File: src/rtl/pipe_stage_reg.sv
// Two-entry pipeline stage (main + skid register) with flush and a saturating discard counter.
// All state updates on the falling clock edge; rst is asynchronous and active low.
module pipe_stage_reg #(
  parameter int DATA_W          = 101,
  parameter int CTRL_W          = 10,
  parameter int FLUSH_KEEP_DATA = 1
) (
  input  logic              clk,
  input  logic              rst,
  input  logic              flush,
  input  logic              in_valid,
  output logic              in_ready,
  input  logic [DATA_W-1:0] in_data,
  input  logic [CTRL_W-1:0] in_ctrl,
  output logic              out_valid,
  input  logic              out_ready,
  output logic [DATA_W-1:0] out_data,
  output logic [CTRL_W-1:0] out_ctrl,
  output logic [1:0]        occupancy,
  output logic [15:0]       kill_cnt
);

  typedef enum logic [1:0] {
    EMPTY = 2'd0,
    ONE   = 2'd1,
    FULL  = 2'd2
  } state_t;

  state_t              state_reg;
  logic [DATA_W-1:0]   main_data_reg;
  logic [CTRL_W-1:0]   main_ctrl_reg;
  logic [DATA_W-1:0]   skid_data_reg;
  logic [CTRL_W-1:0]   skid_ctrl_reg;
  logic [15:0]         kill_reg;

  logic                in_fire;
  logic                out_fire;
  logic [1:0]          occ;
  logic [16:0]         kill_sum;

  // Handshake outputs decode from state only, so in_ready has no path from out_ready.
  assign occ       = state_reg;
  assign in_ready  = (state_reg != FULL);
  assign out_valid = (state_reg != EMPTY);
  assign in_fire   = in_valid && in_ready;
  assign out_fire  = out_valid && out_ready;

  assign out_data  = main_data_reg;
  assign out_ctrl  = out_valid ? main_ctrl_reg : '0;
  assign occupancy = occ;
  assign kill_cnt  = kill_reg;

  assign kill_sum  = {1'b0, kill_reg} + {15'd0, occ} + {16'd0, in_fire};

  always_ff @(negedge clk or negedge rst) begin
    if (!rst) begin
      state_reg     <= EMPTY;
      main_data_reg <= '0;
      main_ctrl_reg <= '0;
      skid_data_reg <= '0;
      skid_ctrl_reg <= '0;
      kill_reg      <= '0;
    end else if (flush) begin
      // Everything held or arriving this cycle counts as discarded, even if it also left.
      state_reg     <= EMPTY;
      main_ctrl_reg <= '0;
      skid_ctrl_reg <= '0;
      if (FLUSH_KEEP_DATA != 0) begin
        main_data_reg <= in_data;
      end
      kill_reg <= kill_sum[16] ? 16'hFFFF : kill_sum[15:0];
    end else begin
      case (state_reg)
        EMPTY: begin
          if (in_fire) begin
            main_data_reg <= in_data;
            main_ctrl_reg <= in_ctrl;
            state_reg     <= ONE;
          end
        end
        ONE: begin
          if (in_fire && !out_fire) begin
            skid_data_reg <= in_data;
            skid_ctrl_reg <= in_ctrl;
            state_reg     <= FULL;
          end else if (in_fire && out_fire) begin
            main_data_reg <= in_data;
            main_ctrl_reg <= in_ctrl;
          end else if (out_fire) begin
            state_reg <= EMPTY;
          end
        end
        FULL: begin
          if (out_fire) begin
            main_data_reg <= skid_data_reg;
            main_ctrl_reg <= skid_ctrl_reg;
            state_reg     <= ONE;
          end
        end
        default: state_reg <= EMPTY;
      endcase
    end
  end

endmodule

File: config.mk
export PLATFORM = sky130hd
export DESIGN_NAME = pipe_stage_reg
export DESIGN_NICKNAME = d
export VERILOG_FILES = /design/src/rtl/pipe_stage_reg.sv
export SDC_FILE = /design/constraint.sdc
export NUM_CORES = 1
export LEC_CHECK = 0
export ABC_AREA = 1
export CAP_MARGIN = 5
export CORE_MARGIN = 10
export CORE_UTILIZATION = 40
export DETAILED_ROUTE_END_ITERATION = 8
export PLACE_DENSITY = 0.66
export SKIP_CTS_REPAIR_TIMING = 1
export SYNTH_ARGS = -nofsm -noshare
export SYNTH_HDL_FRONTEND = slang
export SYNTH_SLANG_ARGS = --single-unit
File: constraint.sdc
create_clock -name clk -period 2.8 [get_ports clk]
set_input_delay 0.42 -clock clk [delete_from_list [all_inputs] [get_ports clk]]
set_output_delay 0.42 -clock clk [all_outputs]
set_load 0.02 [all_outputs]
==> impl_results.md, run 1 <==
* Run status: finished with violations
* Failing checks: setup timing
* Hpwl dp at 22.7 mm
* Final #Nets at 1857
* Most frequent cells in the layout: nand2_1, dfrtn_1, o21ai_0, inv_1, buf_6
* I/O pin count at 247
* Required @ worst endpoint at 2.38 ns
* Largest net degree at the start of global routing at 70
* Seq/Total Area, Yosys at 53.3%
* Detailed Route Iter0 Violations at 843
* Initial antenna violation count at 3
* Met3 usage at 5.62%
* Setup violators final at 147
* Register Area at 6010 um^2
* Synth cell types at 26
* Post-Syn Area at 11300 um^2
* Antenna-violating nets left at 0
* RSZ-0062 raised after global routing: true
* Syn nets at 1532
* DR WL/cell at 16.6 um
* Critical path class: flip-flop to output port
* Cells after Synth at 1413
* Max Transition Viols Final at 0
* Buffers on Ports at 246
* Starting Density at 40.6%
* Startpoint types: flip-flop
* H-tree depth at 1
* Yosys warns at 0
* Met1 Track Usage GR at 24.3%
* Synth Register Bits at 240
* CTS tree: done
* Share of layout cells above drive strength 1 at 21.6%
* Cell taking the most area after synthesis: dfrtn_1
* Vias per cell at 4.99
* Num CTS Buffers at 27
* DIE HEIGHT at 188 um
* Total track usage at 18.5%
* Met2 Use GR at 29.6%
* Final Wtd Congestion at 0.848
* Fillers at 2442
* Max_cap viols at 0
* Pwr dens at 792 nW/um^2
* 1st-pass router iterations at 7
* Leak at 8.29 nW
* Arr. time, crit path at 2.87 ns
* Crit-path max FO at 11
* Post-synth top area share at 53.3%
* First-pass GRT wire length at 54.8 mm
* Syn Area/Cell at 7.97 um^2
* Routed WL at 35.4 mm
* Most common cell after layout, fill and taps aside: nand2_1
* Die area at 35300 um^2
* GR Overflow Total at 0
* Slew headroom at 61.2%
* Hold depth at 2
* Vias in the first global route at 10100
* Setup ws final at -0.494 ns
* Clock Root Buffer: clkbuf_16
* Area growth from synthesis to layout at 46.5%
* Worst Setup End Kind: output port
* CTS sink cnt at 240
* Peak supply drop at 502 uV
* Vias post-DR at 10700
* Fin Clk Skew at 0.0113 ns
* Core region area at 27800 um^2
* Row count at 61
* Clock slew at reported path FFs at 0.04 ns
* Top Usage Layer GRT: met2
* PnR Total Power at 0.0131 W
* DIE WIDTH at 188 um
* Worst-Skew Late Latency at 0.54 ns
* Place WS at -1.11 ns
* Hold Fails Final Rpt at 0
* Hold WC Path Type: flip-flop to flip-flop
* Synth area leaders: dfrtn_1, nand2_1, o21ai_0
* DRC at 0
* CTS max path bufs at 3
* Multi-input logic area at 4450 um^2
* Worst-margin pin slew at 0.579 ns
* R2R cell count at 16
cell type report:
| type | count | area share [%] |
|---|---|---|
| flip-flops and latches | 240 | 36.4 |
| inverters | 147 | 3.45 |
| diodes | 3 | 0.0455 |
| repair buffers | 397 | 24.8 |
| well taps | 378 | 2.86 |
| clock buffers | 41 | 4.77 |
| clock inverters | 8 | 0.743 |
| multi-input cells | 925 | 27.0 |
cell usage after synthesis (all sizes together):
master    n
a21oi     2
a22oi     1
buf      80
clkbuf   22
dfrtn   240
fa        2
ha        1
inv     147
nand2   495
nand3    31
nand3b    2
nand4   119
nor2     51
nor3      1
o21ai   213
o31ai     1
xnor2     1
xor2      4
final timing paths:
path                                   from           endpoint  slack (ns)
min in group asynchronous               rst       out_data[28]        1.06
max                            occupancy[1]        out_ctrl[3]       -0.49
min                        main_ctrl_reg[3]   main_ctrl_reg[3]        0.43
min reg2reg                main_ctrl_reg[3]   main_ctrl_reg[3]        0.43
max reg2reg                    occupancy[0]       kill_cnt[14]        0.16
max in group asynchronous               rst  skid_data_reg[48]        1.14
layer usage:
metal	vias to the layer above	routed length, um
li1	5207	-
met5	-	13
met2	371	16600
met1	5033	15300
met3	56	2890
met4	2	642
metrics by stage:
stage	area, um^2	utilization (%)	hold slack (ns)	setup TNS, ns	std cells
2_1_floorplan	11500	-	0.410	-11.67	1413
3_3_place_gp	14800	53.2	0.423	-225.12	2023
3_5_place_dp	14800	53.2	0.425	-226.69	2023
4_1_cts	15700	56.4	0.428	-173.38	2072
5_1_grt	16500	59.4	0.458	-27.60	2136
6_report	16500	59.4	0.426	-21.45	2139
cells by family (layout without fill, tap and decap cells):
family / Yosys count / count (layout) / synth area share, %
AOI/OAI and AO/OA: 217 / 217 / 9.68
xor gates and xnor gates: 5 / 5 / 0.389
adders and majority gates: 3 / 3 / 0.466
buffers and inverters: 249 / 593 / 9.63
DFF: 240 / 240 / 53.3
other: 0 / 3 / 0
and+or+nand+nor: 699 / 700 / 26.5
critical path: stages, from the launching register on:
cell	delay (ns)
dfrtn_1	0.48
nor2_4	0.07
buf_12	0.16
nor2_4	0.11
buf_6	0.13
report_power, final:
part | internal, W | switching, W
Sequential | 0.00461 | 0.000500
Clock | 0.00221 | 0.00143
Combinational | 0.00201 | 0.00232
No activity file was read; power rests on OpenSTA's default activity.
==> run 2, diff against run 1 <==
--- a/config.mk
+++ b/config.mk
@@ -11,7 +11,7 @@
 export CORE_UTILIZATION = 40
 export DETAILED_ROUTE_END_ITERATION = 8
 export PLACE_DENSITY = 0.66
-export SKIP_CTS_REPAIR_TIMING = 1
 export SYNTH_ARGS = -nofsm -noshare
 export SYNTH_HDL_FRONTEND = slang
 export SYNTH_SLANG_ARGS = --single-unit
+export TNS_END_PERCENT = 50
==> run 2 against run 1 <==
Critical path depth unchanged. The run still ends with setup timing left. Utilization up 2.2 points. First-iteration DRC count up 12%. Non-clock buffer count up 29. Critical path type unchanged. Largest cell class unchanged. Wire length up 10%. Flip-flop and latch count unchanged. Largest power group unchanged. Clock power up 5%. Setup slack better by 0.032 ns.
==> impl_results.md, run 2 (synthesized netlist as in run 1, its figures left out) <==
* Run status: finished with violations
* Failing checks: setup timing
* Buffers on Ports at 246 (unchanged)
* Clock slew at reported path FFs at 0.05 ns (about the same)
* Most frequent cells in the layout: nand2_1, dfrtn_1, o21ai_0, buf_6, inv_1
* Row count at 61 (unchanged)
* Fin cells at 2166 (+1.3%)
* Most common cell after layout, fill and taps aside: nand2_1
* Met1 Track Usage GR at 26.6% (+2.3 points)
* Clock Root Buffer: clkbuf_16
* Hpwl dp at 22.5 mm (-0.88%)
* Hold Fails Final Rpt at 0 (unchanged)
* Met3 usage at 4.25% (-1.4 points)
* Worst-margin pin slew at 0.614 ns (+0.0347 ns)
* DIE WIDTH at 188 um (unchanged)
* GR Overflow Total at 0 (unchanged)
* Arr. time, crit path at 2.84 ns (-0.03 ns)
* DR WL/cell at 18.0 um (+8.6%)
* Core region area at 27800 um^2 (unchanged)
* Startpoint types: flip-flop
* Num CTS Buffers at 27 (unchanged)
* Met2 Use GR at 31.4% (+1.8 points)
* Final #Nets at 1886 (+1.6%)
* 1st-pass router iterations at 6 (-1)
* Top Usage Layer GRT: met2
* Vias post-DR at 11100 (+4.3%)
* Final Wtd Congestion at 0.814 (-4.1%)
* Vias per cell at 5.14 (+3.0%)
* Leak at 8.58 nW (+3.4%)
* H-tree depth at 1 (unchanged)
* Routed WL at 39.0 mm (+10%)
* First-pass GRT wire length at 57.9 mm (+5.7%)
* Max Transition Viols Final at 0 (unchanged)
* Antenna-violating nets left at 0 (unchanged)
* Slew headroom at 58.9% (-2.3 points)
* Initial antenna violation count at 2 (-1)
* Reg2Reg Setup Slack at 0.13 ns (-0.03 ns)
* I/O pin count at 247 (unchanged)
* RSZ-0062 raised after global routing: true
* Die area at 35300 um^2 (unchanged)
* Total track usage at 19.6% (+1.2 points)
* Pwr dens at 790 nW/um^2 (-0.20%)
* CTS sink cnt at 240 (unchanged)
* Worst-Skew Late Latency at 0.53 ns (about the same)
* Setup ws final at -0.463 ns (+0.0315 ns)
* Critical path class: flip-flop to output port
* Max_cap viols at 0 (unchanged)
* Largest net degree at the start of global routing at 90 (+29%)
* CTS max path bufs at 3 (unchanged)
* Share of layout cells above drive strength 1 at 23.4% (+1.8 points)
* Starting Density at 40.6% (unchanged)
* CTS tree: done
* DRC at 0 (unchanged)
* Detailed Route Iter0 Violations at 946 (+12%)
* Hold WC Path Type: flip-flop to flip-flop
* Setup violators final at 147 (unchanged)
* Peak supply drop at 562 uV (+12%)
* Required @ worst endpoint at 2.38 ns (about the same)
* Fin Clk Skew at 0.0103 ns (-0.00102 ns)
* Vias in the first global route at 10700 (+6.2%)
* Area growth from synthesis to layout at 52.0%
* DIE HEIGHT at 188 um (unchanged)
* Final core occ at 61.7% (+2.2 points)
* Crit-path max FO at 11 (unchanged)
* Worst Setup End Kind: output port
* Placed Cells incl. Taps at 2021 (-0.099%)
==> run 2: changes by cell type in the layout (fill, tap and decap cells not counted), sizes merged <==
cell,before,now
buf,282,301
bufbuf,0,2
clkbuf,43,54
clkdlybuf4s15,0,1
clkinv,3,2
diode,3,1
dlygate4sd2,0,1
dlymetal6s2s,2,0
inv,149,148
nor2,52,51
==> run 2: routing by layer <==
layer / vias to the layer above / part of all wire (%)
met1: 5353 / 44
met5: - / 0.026
met2: 461 / 47
met3: 59 / 7.3
li1: 5257 / -
met4: 2 / 2.1
==> run 2: timing repair <==
action,CTS,global route
cloned,5,14
hold buffers,0,0
setup endpoints to repair,371,348
gates resized for setup,801,38
pin swaps,13,19
endpoints found under the hold margin,0,0
setup buffers,45,34
==> run 2: worst max-delay path, cell delays in order, from the launching register on <==
cell and delay, ns:
dfrtn_1 0.47, nor2_4 0.06, buf_12 0.16, nor2_4 0.10
buf_6 0.12
==> run 2: through the flow <==
stage	worst slack (ns)	area, um^2	total power, W	hold WS, ns	setup TNS (ns)
after floorplan	-0.403	11500	0.00711	0.410	-11.00
after global placement	-1.11	14700	0.00885	0.422	-222.21
after detailed placement	-1.16	14700	0.00894	0.425	-227.23
after CTS	-0.491	16400	0.0133	0.429	-24.36
after global routing	-0.499	17100	0.0143	0.448	-25.97
final	-0.463	17100	0.0135	0.426	-21.01
==> run 2: layout make-up <==
class | instances | area (um^2)
diodes | 1 | 2.50
clock buffers | 44 | 870
fillers | 2367 | 10700
repair buffers | 426 | 4620
multi-input cells | 924 | 4470
flip-flops and latches | 240 | 6010
well taps | 378 | 473
clock inverters | 5 | 100
repair inverters | 1 | 6.26
inverters | 147 | 577
==> run 2: worst paths after layout <==
path                                          end             start  cells past startpoint
worst max-delay path                  out_ctrl[9]      occupancy[0]                      4
worst min-delay path             main_ctrl_reg[9]  main_ctrl_reg[9]                      2
worst max register to register       kill_cnt[13]      occupancy[0]                     16
worst min register to register   main_ctrl_reg[9]  main_ctrl_reg[9]                      2
max in group asynchronous       skid_data_reg[77]               rst                      2
min in group asynchronous       skid_data_reg[35]               rst                      1
==> run 2: power breakdown <==
part	switching [W]	internal [W]	leakage, nW
logic	0.00240	0.00219	5.17
clock network	0.00144	0.00238	0.481
registers	0.000523	0.00461	2.92
